==> config.mk <==
export PLATFORM = sky130hd
export DESIGN_NAME = wb_sequencer_flat
export DESIGN_NICKNAME = d
export VERILOG_FILES = /design/src/rtl/wb_sequencer_if.sv /design/src/rtl/wb_sequencer.sv /design/src/flat_wrapper.sv
export SDC_FILE = /design/constraint.sdc
export NUM_CORES = 1
export LEC_CHECK = 0
export CORE_UTILIZATION = 48
export CTS_CLUSTER_DIAMETER = 200
export DETAILED_ROUTE_END_ITERATION = 16
export HOLD_SLACK_MARGIN = 0.1
export MAX_ROUTING_LAYER = met4
export PLACE_DENSITY_LB_ADDON = 0.1
export RECOVER_POWER = 50
export SYNTH_ARGS = -nofsm -noshare
export SYNTH_HDL_FRONTEND = slang
export SYNTH_SLANG_ARGS = --single-unit
==> constraint.sdc <==
create_clock -name clk -period 1.9 [get_ports clk]
set_clock_uncertainty 0.15 [all_clocks]
set_input_delay 0.38 -clock clk [delete_from_list [all_inputs] [get_ports clk]]
set_output_delay 0.38 -clock clk [all_outputs]
set_load 0.005 [all_outputs]
==> src/rtl/wb_sequencer_if.sv <==
// Writeback request and register-bank write bundle
// between the control unit and the writeback sequencer.
interface wb_sequencer_if;
  logic       start;
  logic [2:0] wb_class;
  logic [4:0] dest_reg;
  logic       mem_ready;
  logic       shift_done;
  logic       muldiv_done;
  logic [2:0] banco_write_data;
  logic       reg_write;
  logic [4:0] write_reg;
  logic       busy;
  logic       done;
  logic       error;

  modport master (
    output start,
    output wb_class,
    output dest_reg,
    output mem_ready,
    output shift_done,
    output muldiv_done,
    input  banco_write_data,
    input  reg_write,
    input  write_reg,
    input  busy,
    input  done,
    input  error
  );

  modport slave (
    input  start,
    input  wb_class,
    input  dest_reg,
    input  mem_ready,
    input  shift_done,
    input  muldiv_done,
    output banco_write_data,
    output reg_write,
    output write_reg,
    output busy,
    output done,
    output error
  );
endinterface

==> src/rtl/wb_sequencer.sv <==
// Writeback sequencer: waits for the selected result source,
// then issues one register-bank write; boots $sp after reset.
module wb_sequencer #(
  parameter int TIMEOUT  = 64,
  parameter int SP_REG   = 29,
  parameter int LINK_REG = 31
) (
  input  logic          clk,
  input  logic          reset,
  wb_sequencer_if.slave bus
);

  localparam int CW = (TIMEOUT > 1) ? $clog2(TIMEOUT) : 1;

  localparam logic [2:0] S_RST   = 3'd0;
  localparam logic [2:0] S_BOOT  = 3'd1;
  localparam logic [2:0] S_IDLE  = 3'd2;
  localparam logic [2:0] S_WAIT  = 3'd3;
  localparam logic [2:0] S_WRITE = 3'd4;
  localparam logic [2:0] S_ABORT = 3'd5;

  localparam logic [2:0] C_ALU   = 3'd0;
  localparam logic [2:0] C_LOAD  = 3'd1;
  localparam logic [2:0] C_SHIFT = 3'd2;
  localparam logic [2:0] C_HI    = 3'd3;
  localparam logic [2:0] C_LO    = 3'd4;
  localparam logic [2:0] C_RSVD  = 3'd5;
  localparam logic [2:0] C_LINK  = 3'd6;
  localparam logic [2:0] C_LT    = 3'd7;

  localparam logic [2:0]    SEL_SP   = 3'd5;
  localparam logic [4:0]    SP_IDX   = 5'(SP_REG);
  localparam logic [4:0]    LINK_IDX = 5'(LINK_REG);
  localparam logic [CW-1:0] CNT_LAST = CW'(TIMEOUT - 1);

  logic [2:0]    state_q, state_d;
  logic [2:0]    class_q, class_d;
  logic [4:0]    dest_q, dest_d;
  logic [CW-1:0] cnt_q, cnt_d;
  logic          err_q, err_d;

  logic          accept;
  logic          src_ready;
  logic [4:0]    eff_reg;

  assign accept = (state_q == S_IDLE) && bus.start;

  always_comb begin
    src_ready = 1'b0;
    case (class_q)
      C_ALU:   src_ready = 1'b1;
      C_LOAD:  src_ready = bus.mem_ready;
      C_SHIFT: src_ready = bus.shift_done;
      C_HI:    src_ready = bus.muldiv_done;
      C_LO:    src_ready = bus.muldiv_done;
      C_RSVD:  src_ready = 1'b0;
      C_LINK:  src_ready = 1'b1;
      C_LT:    src_ready = 1'b1;
      default: src_ready = 1'b0;
    endcase
  end

  // Link writes always target the return-address register.
  assign eff_reg = (class_q == C_LINK) ? LINK_IDX : dest_q;

  always_comb begin
    state_d = state_q;
    class_d = class_q;
    dest_d  = dest_q;
    cnt_d   = cnt_q;
    err_d   = err_q;
    case (state_q)
      S_RST:  state_d = S_BOOT;
      S_BOOT: state_d = S_IDLE;
      S_IDLE: begin
        if (accept) begin
          if (bus.wb_class == C_RSVD) begin
            state_d = S_ABORT;
            err_d   = 1'b1;
          end else begin
            state_d = S_WAIT;
            class_d = bus.wb_class;
            dest_d  = bus.dest_reg;
            cnt_d   = '0;
            err_d   = 1'b0;
          end
        end
      end
      S_WAIT: begin
        if (src_ready) begin
          state_d = S_WRITE;
        end else if (cnt_q == CNT_LAST) begin
          state_d = S_ABORT;
          err_d   = 1'b1;
        end else begin
          cnt_d = cnt_q + CW'(1);
        end
      end
      S_WRITE: state_d = S_IDLE;
      S_ABORT: state_d = S_IDLE;
      default: state_d = S_RST;
    endcase
  end

  always_ff @(posedge clk or negedge reset) begin
    if (!reset) begin
      state_q <= S_RST;
      class_q <= '0;
      dest_q  <= '0;
      cnt_q   <= '0;
      err_q   <= 1'b0;
    end else begin
      state_q <= state_d;
      class_q <= class_d;
      dest_q  <= dest_d;
      cnt_q   <= cnt_d;
      err_q   <= err_d;
    end
  end

  always_comb begin
    bus.banco_write_data = '0;
    bus.reg_write        = 1'b0;
    bus.write_reg        = '0;
    bus.busy             = 1'b0;
    bus.done             = 1'b0;
    bus.error            = err_q;
    case (state_q)
      S_BOOT: begin
        bus.banco_write_data = SEL_SP;
        bus.write_reg        = SP_IDX;
        bus.reg_write        = 1'b1;
        bus.busy             = 1'b1;
      end
      S_WAIT: begin
        bus.banco_write_data = class_q;
        bus.busy             = 1'b1;
      end
      S_WRITE: begin
        bus.banco_write_data = class_q;
        bus.write_reg        = eff_reg;
        bus.reg_write        = (eff_reg != 5'd0);
        bus.busy             = 1'b1;
        bus.done             = 1'b1;
      end
      S_ABORT: begin
        bus.busy = 1'b1;
        bus.done = 1'b1;
      end
      default: ;
    endcase
  end

endmodule

==> src/flat_wrapper.sv <==
// flat-port wrapper written by rule: the top's interface ports become plain ports
module wb_sequencer_flat 
#(
  parameter int TIMEOUT  = 64,
  parameter int SP_REG   = 29,
  parameter int LINK_REG = 31
)
  (clk, reset, bus_start, bus_wb_class, bus_dest_reg, bus_mem_ready, bus_shift_done, bus_muldiv_done, bus_banco_write_data, bus_reg_write, bus_write_reg, bus_busy, bus_done, bus_error);
  wb_sequencer_if bus_i ();
  input  logic clk;
  input  logic reset;
  input wire logic [$bits(bus_i.start)-1:0] bus_start;
  input wire logic [$bits(bus_i.wb_class)-1:0] bus_wb_class;
  input wire logic [$bits(bus_i.dest_reg)-1:0] bus_dest_reg;
  input wire logic [$bits(bus_i.mem_ready)-1:0] bus_mem_ready;
  input wire logic [$bits(bus_i.shift_done)-1:0] bus_shift_done;
  input wire logic [$bits(bus_i.muldiv_done)-1:0] bus_muldiv_done;
  output wire logic [$bits(bus_i.banco_write_data)-1:0] bus_banco_write_data;
  output wire logic [$bits(bus_i.reg_write)-1:0] bus_reg_write;
  output wire logic [$bits(bus_i.write_reg)-1:0] bus_write_reg;
  output wire logic [$bits(bus_i.busy)-1:0] bus_busy;
  output wire logic [$bits(bus_i.done)-1:0] bus_done;
  output wire logic [$bits(bus_i.error)-1:0] bus_error;
  assign bus_i.start = bus_start;
  assign bus_i.wb_class = bus_wb_class;
  assign bus_i.dest_reg = bus_dest_reg;
  assign bus_i.mem_ready = bus_mem_ready;
  assign bus_i.shift_done = bus_shift_done;
  assign bus_i.muldiv_done = bus_muldiv_done;
  assign bus_banco_write_data = bus_i.banco_write_data;
  assign bus_reg_write = bus_i.reg_write;
  assign bus_write_reg = bus_i.write_reg;
  assign bus_busy = bus_i.busy;
  assign bus_done = bus_i.done;
  assign bus_error = bus_i.error;
  wb_sequencer #(.TIMEOUT(TIMEOUT), .SP_REG(SP_REG), .LINK_REG(LINK_REG)) u_core (.clk(clk), .reset(reset), .bus(bus_i));
endmodule
==> metrics.csv, run 1 <==
stage,metric,value,unit
min_path,hold_class,reg -> reg,
yosys,synth_seq_cells,18,
yosys,ys.flop_type,dfrtp_1,
cts,clockBufferDepth,2,
cts,cts_buffers,3,
yosys,synthesis.area,0.001067,mm^2
setup_path,reg2reg_from,u_core.class_q[0],
layout,stdcell_area,0.001768,mm^2
setup_path,cp.arrival,1.60,ns
run_status,status,"complete, but fails checks",
cts,clock-root-buffer,clkbuf_4,
drt,vias_per_cell,6.291,
power,power.density,1717,mW/mm^2
setup_path,required,1.37,ns
die,dieArea,0.002416,mm^2
layout,multi_input_area,738.2,um^2
drt,postRouteWirelength,4.408,mm
placed_design,portBuffers,25,
yosys,synth_edf_count,0,
yosys,ys_warn_count,0,
yosys,ys_async_sr_fraction,1.000,
cts,clk_latency,0.30,ns
drt,wl_per_cell,20.69,um
layout,fin_util,0.8744,
sta,final.min_clock_period,2.126,ns
placed_design,dp_hpwl,2.204,mm
placed_design,gp_congestion,0.8691,
drt,drc,0,
power,switching_share,0.4628,
power,p_int,1.631,mW
layout,drive_above_1_share,0.4570,
layout,seqCellArea,451.7,um^2
die,core,0.002022,mm^2
drt,drt-pass1-iter-count,5,
layout,final_cells,213,
min_path,worstHoldStart,u_core.dest_q[3],
die,die_x,49.16,um
yosys,avgSynthCellArea,8.538,um^2
sta,timing.final.crit_share,1.119,
global_route,grt_pass1_wl,5.816,mm
yosys,synth.distinct_cells,40,
yosys,ys_seq_area_frac,0.4220,
power,clkPwrFrac,0.066,
power,p_total,3.036,mW
die,std_cell_rows,16,
placed_design,place_area,0.001514,mm^2
power,vdd_drop_max,1.235,mV
layout,diodes,0,
global_route,grt.overflow.total,0,
setup_path,critPathMaxFanout,4,
min_path,hold_depth,2,
cts,cts_sinks,18,
power,total_leakage_power,0.8068,nW
sta,fin_ws,-0.2259,ns
setup_path,crit_type,reg -> out,
global_route,grt_max_degree,19,
drt,vias,1340,
yosys,synthCells,125,
drt,drt.antenna.violating_nets,0,
setup_path,end_kind,primary output,
sta,hold_violations,0,
sta,finalSetupViolations,14,
setup_path,critPathLaunch,u_core.state_q[0],
cts,cts_tree,yes,
sta,whs,0.3722,ns
run_status,violations,setup timing,
power,comb_power_share,0.694,
global_route,grtUsageTotal,0.3261,
global_route,antenna_found_initial,0,
sta,maxSlewViolCount,0,
sta,fmax,470.4,MHz
layout,area_growth,65.65,%
power,power_frac_seq,0.240,
setup_path,reg2reg_depth,6,
layout,nFillCells,92,
setup_path,cp-start-kind,register,
global_route,grt_pass1_vias,1254,
power,p_sw,1.405,mW
die,start_util,0.5278,
sta,rsz0062_at_grt,yes,
job,drv_cap,0,
die,io_pins,26,
cts,h-tree-depth,1,
sta,slew_headroom,0.2980,
die,dieHeight,49.16,um
yosys,syn_nets,140,
sta,tightest_slew,1.053,ns
drt,dr.first_iter.drc_count,75,
layout,final_nets,203,
cts,clk_pin_slew,0.10,ns
placed_design,place_inst,197,
[flip-flops by register name, summed over array words and instances (netlist names)]
| name | count |
|---|---|
| u_core.bus.error | 1 |
| u_core.class_q | 3 |
| u_core.cnt_q | 6 |
| u_core.dest_q | 5 |
| u_core.state_q | 3 |
[cells in the mapped netlist (2+ instances only)]
cell      instances  area share
o21a_1            2       0.014
nor3_1            4       0.019
a22o_1            2       0.016
nor2_1            7       0.025
a211oi_1          3       0.021
nand2b_1          4       0.023
nand2_1          29        0.10
dfrtp_1          18        0.42
a21oi_1           7       0.033
o22a_1            2       0.016
inv_1             3       0.011
buf_2             2      0.0094
o21ai_0           8       0.038
clkbuf_1          2      0.0070
nand3_1           7       0.033
[critical path: stages, from the launching register on]
cell and delay (ns):
dfrtp_2 0.47, buf_6 0.14, nor2_4 0.15, o21ai_2 0.09
a21oi_2 0.16, nand2b_1 0.15, buf_2 0.14
[kinds of logic after synthesis]
| logic type | count (synthesis) | share of synthesized area |
|---|---|---|
| adder cells (fa/ha/maj) | 1 | 0.01172 |
| AO/OA/AOI/OAI | 36 | 0.2427 |
| flip-flops | 18 | 0.4220 |
| buffers and inverters | 7 | 0.02697 |
| AND/OR/NAND/NOR | 62 | 0.2826 |
| multiplexers | 1 | 0.01406 |
[repair_timing]
action | CTS | global route
setup endpoints to repair | 12 | 19
setup buffers | 10 | 5
resized for setup | 65 | 27
pin swaps | 9 | 11
endpoints found under the hold margin | 0 | 0
hold buffers | 0 | 0
[final timing paths]
| path | to | slack [ns] |
|---|---|---|
| min reg2reg | u_core.dest_q[3] | 0.37 |
| min in group asynchronous | u_core.cnt_q[5] | 0.62 |
| max in group asynchronous | u_core.state_q[0] | 0.28 |
| max | bus_reg_write | -0.23 |
| min | u_core.dest_q[3] | 0.37 |
| max reg2reg | u_core.cnt_q[4] | -0.07 |
[power by group through the flow]
stage               clock network, mW  registers, mW  logic [mW]
floorplan                           0          0.691       0.715
global placement                    0          0.671        1.47
detailed placement                  0          0.679        1.51
CTS                             0.196          0.693        1.66
global route                    0.212          0.739        2.21
finish                          0.200          0.728        2.11
[cell type report]
class                   count  share of cell area
repair buffers             62              0.2887
multi-input cells         100              0.4176
inverters                   3            0.006369
clock buffers               3             0.01274
flip-flops and latches     18              0.2555
well taps                  27             0.01911
[placed cells by master, fill, tap and decap left out, types with 3 or more instances in the layout]
cell,n
nand2_2,4
a21oi_2,8
nand3_1,7
nand2b_1,3
buf_6,9
nand2_1,24
clkbuf_4,3
o21ai_2,5
buf_4,27
clkdlybuf4s50_1,13
buf_2,9
nor2_1,3
nor2_2,3
dfrtp_1,17
[metal layers]
layer | vias up | part of all wire | track usage
met3 | 26 | 0.069 | 0.03738
met5 | - | 0 | -
met2 | 87 | 0.49 | 0.5205
met1 | 649 | 0.39 | 0.4091
li1 | 578 | - | -
met4 | 0 | 0.045 | 0.1569
[through the flow]
step	setup WS (ns)	TNS, ns
finish	-0.2259	-1.306
global route	-0.3163	-2.224
CTS	-0.1017	-0.3278
detailed placement	-0.2488	-2.951
global placement	-0.1951	-2.216
floorplan	0.1799	0
Power figures use the tool's default switching activity.
==> run 2: changes to the inputs <==
ABC_CLOCK_PERIOD_IN_PS = 2200   (was unset)
PLACE_DENSITY = 0.78   (was unset)
PLACE_DENSITY_LB_ADDON = unset   (was 0.1)
clock period = 2.2 ns   (was 1.9 ns; I/O delays follow)
==> run 2 against run 1 <==
  * The flow now finishes without violations
  * Cell count fell by 4.2%
  * Sequential share of layout area grew 3.1 points
  * Total power shrank 28%
  * Design area fell by 11%
  * Critical path depth is the same
  * Highest routed layer unchanged
  * Die area is the same
  * Count of clock-buffer cells in the layout is 1 higher
==> metrics.csv, run 2 (synthesis gave the netlist of run 1 again) <==
stage,metric,value,unit,change
run_status,status,finished clean,,
setup_path,crit_type,reg -> out,,
global_route,grt_pass1_vias,1269,,+1.2%
cts,cts_buffers,3,,unchanged
setup_path,cp-start-kind,register,,
layout,final_nets,193,,-4.9%
drt,drt-pass1-iter-count,4,,-1
placed_design,pre_cts_ws,-0.05473,ns,+0.1941 ns
die,core,0.002022,mm^2,unchanged
power,power.density,1391,mW/mm^2,-19%
die,dieArea,0.002416,mm^2,unchanged
power,vdd_drop_max,0.8621,mV,-30%
layout,multi_input_area,625.6,um^2,-15%
global_route,grt.overflow.total,0,,unchanged
sta,tightest_slew,1.066,ns,+0.01283 ns
setup_path,cp.arrival,1.56,ns,-0.04 ns
drt,postRouteWirelength,3.419,mm,-22%
sta,fmax,464.0,MHz,
layout,area_growth,47.83,%,
layout,final_common_cell,nand2_1,,
power,total_leakage_power,0.7350,nW,-8.9%
die,die_x,49.16,um,unchanged
die,start_util,0.5278,,unchanged
setup_path,end_kind,primary output,,
layout,diodes,0,,unchanged
placed_design,place_inst,190,,-3.6%
sta,final.min_clock_period,2.155,ns,
drt,dr.first_iter.drc_count,43,,-43%
die,dieHeight,49.16,um,unchanged
sta,hold_violations,0,,unchanged
layout,seqCellArea,451.7,um^2,unchanged
sta,timing.final.crit_share,0.9795,,
drt,vias_per_cell,5.926,,-5.8%
drt,vias,1209,,-9.8%
global_route,grtUsageTotal,0.3089,,-0.01717
global_route,grt_pass1_wl,5.444,mm,-6.4%
placed_design,gp_congestion,0.8839,,+1.7%
cts,clk_pin_slew,0.11,ns,about the same
drt,drc,0,,unchanged
die,std_cell_rows,16,,unchanged
cts,cts_sinks,18,,unchanged
cts,h-tree-depth,1,,unchanged
drt,wl_per_cell,16.76,um,-19%
setup_path,required,1.61,ns,+0.24 ns
die,io_pins,26,,unchanged
setup_path,critPathTopFamily,flip-flops,,
layout,top_register,u_core.cnt_q,,
cts,clockBufferDepth,2,,unchanged
setup_path,path_cells,buf_4 > nand2b_4 > a21oi_2 > buf_4 > nand2b_4 > buf_2,,
placed_design,dp_hpwl,2.232,mm,+1.2%
layout,fin_util,0.7803,,-0.09406
cts,clk_latency,0.30,ns,about the same
layout,drive_above_1_share,0.2938,,-0.1632
sta,finalSetupViolations,0,,-14
sta,rsz0062_at_grt,yes,,
layout,final_cell_mix,"nand2_1, buf_4, dfrtp_1",,
layout,top_regs,"u_core.cnt_q (6), u_core.dest_q (5)",,
setup_path,critPathBufInv,3,,+1
cts,holdBufCountCts,0,,unchanged
global_route,antenna_found_initial,0,,unchanged
sta,slew_headroom,0.2895,,-0.008551
cts,clock-root-buffer,clkbuf_4,,
layout,largest_reg_flops,6,,unchanged
sta,maxSlewViolCount,0,,unchanged
setup_path,crit_slowest_cell,dfrtp_1,,
power,p_total,2.195,mW,-28%
placed_design,portBuffers,25,,unchanged
global_route,grt_max_degree,19,,unchanged
layout,nFillCells,147,,+60%
min_path,hold_class,reg -> reg,,
cts,cts_tree,yes,,
drt,drt.antenna.violating_nets,0,,unchanged
setup_path,cpPeakStageDelay,0.42,ns,-0.05 ns
job,drv_cap,0,,unchanged
layout,final_cells,204,,-4.2%
sta,fin_ws,0.04505,ns,+0.2710 ns
setup_path,critPathMaxFanout,9,,+5
## run 2: changes by cell type in the layout (fill, tap and decap cells not counted), moves of 3 or more
cell           change
clkbuf_2           +5
buf_6              -8
o21ai_2            -5
dlygate4sd2_1      +3
o21ai_0            +5
a21oi_2            -6
nand2_1            +5
a21oi_1            +6
buf_4              -3
buf_2              -8
nand2_2            -4
## run 2: metrics by stage
| stage | area, um^2 | hold WS [ns] | TNS, ns |
|---|---|---|---|
| final | 1578 | 0.3687 | 0 |
| after global routing | 1578 | 0.3874 | -0.01781 |
| after CTS | 1584 | 0.3170 | 0 |
| after detailed placement | 1461 | 0.3191 | -0.1200 |
| after global placement | 1461 | 0.3237 | 0 |
| after floorplan | 1067 | -0.005591 | 0 |
## run 2: repair_timing
action                     4_1_cts  5_1_grt
setup buffers                    8        2
resized for setup               26       11
setup endpoints to repair       10        5
pin swaps                        4        3
## run 2: routing by layer
layer / part of all wire / vias up / global-route usage / wire length [um]
met5: 0 / - / - / 0
met2: 0.51 / 64 / 0.5411 / 1757
met3: 0.068 / 8 / 0.04673 / 233
met1: 0.40 / 576 / 0.3501 / 1383
met4: 0.013 / 0 / 0.1225 / 45
li1: - / 561 / - / -
## run 2: layout make-up
class / instances / share of cell area
Multi-Input combinational cell: 100 / 0.3965
Sequential cell: 18 / 0.2863
Timing Repair Buffer: 52 / 0.2657
Clock buffer: 4 / 0.02300
Tap cell: 27 / 0.02141
Inverter: 3 / 0.007137
## run 2: path summary, 6_finish.rpt
kind / slack [ns] / depth (start not counted) / to / from
worst min register to register: 0.37 / 1 / u_core.bus.error / u_core.bus.error
worst max register to register: 0.13 / 7 / u_core.cnt_q[2] / u_core.class_q[0]
worst max-delay path: 0.05 / 6 / bus_reg_write / u_core.state_q[2]
max in group asynchronous: 0.51 / 2 / u_core.state_q[0] / reset
worst min-delay path: 0.37 / 1 / u_core.bus.error / u_core.bus.error
min in group asynchronous: 0.68 / 2 / u_core.state_q[2] / reset
## run 2: report_power, final
part,internal (mW),switching (mW),total [mW]
Clock,0.101,0.110,0.211
Sequential,0.474,0.132,0.606
Combinational,0.664,0.714,1.38
Total,1.24,0.956,2.20
==> run 3: changes to the inputs <==
CORE_ASPECT_RATIO = 0.5   (was unset)
CORE_UTILIZATION = 40   (was 48)
PLACE_DENSITY = 0.67   (was 0.78)
==> run 3 against run 2 <==
  * Via count is 7.5% lower
  * Die area increased by 20%
  * Critical endpoint is now bus_write_reg[2]
  * Count of clock-buffer cells in the layout did not move
  * Clock power increased by 32%
  * Sequential power fell by 3%
  * Worst hold slack lost 0.026 ns
  * Non-clock buffer count shrank 5
  * Wire length fell by 18%
  * Cell count is 1.5% higher
  * Sequential cell count unchanged
  * Total power decreased by 3.8%
==> metrics.csv, run 3 (synthesis gave the netlist of run 1 again) <==
stage,metric,value,unit,change
placed_design,dp_hpwl,2.082,mm,-6.7%
power,comb_power_share,0.591,,-0.037
layout,diodes,0,,unchanged
setup_path,end_kind,primary output,,
setup_path,reg2reg_depth,6,,-1
run_status,status,finished clean,,
placed_design,portBuffers,25,,unchanged
sta,rsz0062_at_grt,yes,,
min_path,worstHoldStart,u_core.dest_q[3],,
cts,clk_latency,0.26,ns,-0.04 ns
layout,stdcell_area,0.001578,mm^2,unchanged
global_route,grt_max_degree,19,,unchanged
sta,timing.final.crit_share,0.9548,,-0.02476
drt,postRouteWirelength,2.793,mm,-18%
cts,h-tree-depth,1,,unchanged
layout,area_growth,47.83,%,unchanged
die,std_cell_rows,12,,-4
cts,cts_tree,yes,,
placed_design,place_area,0.001464,mm^2,+0.17%
sta,slew_headroom,0.3198,,+0.03034
sta,tightest_slew,1.020,ns,-0.04551 ns
layout,largest_reg_flops,6,,unchanged
layout,final_common_cell,nand2_1,,
drt,drc,0,,unchanged
global_route,antenna_found_initial,0,,unchanged
die,io_pins,26,,unchanged
global_route,grt_pass1_vias,1032,,-19%
setup_path,crit_type,reg -> out,,
power,p_sw,0.8579,mW,-10%
setup_path,cp-start-kind,register,,
sta,maxSlewViolCount,0,,unchanged
drt,vias,1118,,-7.5%
global_route,grt_pass1_wl,4.761,mm,-13%
setup_path,cp.arrival,1.51,ns,-0.05 ns
setup_path,r2r-end,u_core.cnt_q[5],,
drt,wl_per_cell,13.49,um,-19%
power,vdd_drop_max,0.4695,mV,-46%
die,dieHeight,38.53,um,-22%
cts,cts_buffers,3,,unchanged
drt,drt.antenna.violating_nets,0,,unchanged
drt,vias_per_cell,5.401,,-8.9%
job,drv_cap,0,,unchanged
layout,nFillCells,199,,+35%
setup_path,required,1.61,ns,about the same
layout,top_register,u_core.cnt_q,,
power,p_total,2.111,mW,-3.8%
power,power.density,1338,mW/mm^2,-3.8%
setup_path,critPathLaunch,u_core.state_q[0],,
sta,final.min_clock_period,2.100,ns,-0.05447 ns
sta,hold_violations,0,,unchanged
power,p_int,1.253,mW,+1.1%
layout,final_cell_mix,"nand2_1, buf_4, dfrtp_1",,
layout,drive_above_1_share,0.2151,,-0.07867
min_path,hold_class,reg -> reg,,
die,core,0.002357,mm^2,+17%
setup_path,endpoint,bus_write_reg[2],,
sta,fmax,476.1,MHz,+2.6%
cts,clockBufferDepth,2,,unchanged
setup_path,reg2reg_from,u_core.class_q[0],,
layout,final_cells,207,,+1.5%
layout,final_nets,188,,-2.6%
power,switching_share,0.4064,,-0.02915
drt,drt-pass1-iter-count,4,,unchanged
sta,finalSetupViolations,0,,unchanged
power,power_frac_seq,0.278,,+0.002
sta,setup-tns-final,0,ns,unchanged
global_route,grt.overflow.total,0,,unchanged
setup_path,ff2ff_setup_slack,0.33,ns,+0.20 ns
die,die_x,75.05,um,+53%
placed_design,gp_congestion,0.8430,,-4.6%
global_route,grtUsageTotal,0.2399,,-0.06900
power,total_leakage_power,0.7301,nW,-0.67%
layout,top_regs,"u_core.cnt_q (6), u_core.dest_q (5)",,
cts,clk_pin_slew,0.07,ns,-0.04 ns
die,start_util,0.4528,,-0.07509
power,clkPwrFrac,0.131,,+0.035
setup_path,critPathMaxFanout,3,,-6
cts,cts_sinks,18,,unchanged
cts,clock-root-buffer,clkbuf_8,,
die,dieArea,0.002891,mm^2,+20%
drt,dr.first_iter.drc_count,57,,+33%
placed_design,place_inst,197,,+3.7%
run 3: cell count changes in the layout (fill, tap and decap cells not counted), sizes merged:
cell	previous run	this run
dlygate4sd2	5	3
dlymetal6s2s	0	2
clkbuf	10	9
buf	26	19
clkdlybuf4s15	0	3
run 3: metrics by stage:
stage / util / hold WS (ns) / worst slack [ns]
2_1_floorplan: - / -0.005591 / 0.4199
3_3_place_gp: 0.6210 / 0.3084 / 0.05063
3_5_place_dp: 0.6210 / 0.3199 / -0.003575
4_1_cts: 0.6677 / 0.3411 / 0.002318
5_1_grt: 0.6693 / 0.3926 / -0.01620
6_report: 0.6693 / 0.3423 / 0.09952
run 3: worst min path at each step:
| stage | to | slack, ns | cells after the start |
|---|---|---|---|
| after floorplan | u_core.bus.error | -0.006 | 0 |
| after global placement | u_core.dest_q[3] | 0.31 | 2 |
| after detailed placement | u_core.dest_q[3] | 0.32 | 2 |
| after CTS | u_core.dest_q[3] | 0.34 | 2 |
| after global routing | u_core.bus.error | 0.39 | 1 |
| final | u_core.dest_q[3] | 0.34 | 2 |
run 3: area by class of cell:
type	count	area (um^2)	area share
multi-input combinational	100	613.1	0.3886
timing repair buffer	47	402.9	0.2554
clock buffer	4	55.05	0.03489
tap	35	43.79	0.02776
inverter	3	11.26	0.007137
sequential	18	451.7	0.2863
run 3: critical path: stages, from the launching register on:
cell and delay, ns:
dfrtp_2 0.43, buf_4 0.16, nor2_2 0.10, buf_4 0.12, o21ai_0 0.07, a21oi_1 0.13
dlygate4sd2_1 0.24
run 3: what timing repair did:
action	in CTS	in global routing
gates resized for setup	20	8
hold buffers	0	0
endpoints found under the setup margin	9	3
setup buffers	4	2
gates cloned	0	0
pin swaps	3	2
run 3: power groups by stage:
stage	clock, mW	sequential [mW]	combinational (mW)
after global routing	0.294	0.607	1.38
after detailed placement	0	0.581	1.21
final	0.278	0.587	1.25
after global placement	0	0.576	1.20
after CTS	0.283	0.598	1.24
after floorplan	0	0.597	0.617
run 3: metal layers:
metal | part of all wire | routed length (um) | vias to the layer above | track usage
met2 | 0.45 | 1254 | 29 | 0.3784
li1 | - | - | 554 | -
met3 | 0.049 | 136 | 5 | 0.05789
met1 | 0.48 | 1351 | 530 | 0.3018
met4 | 0.018 | 50 | 0 | 0.09434
met5 | 0 | 0 | - | -
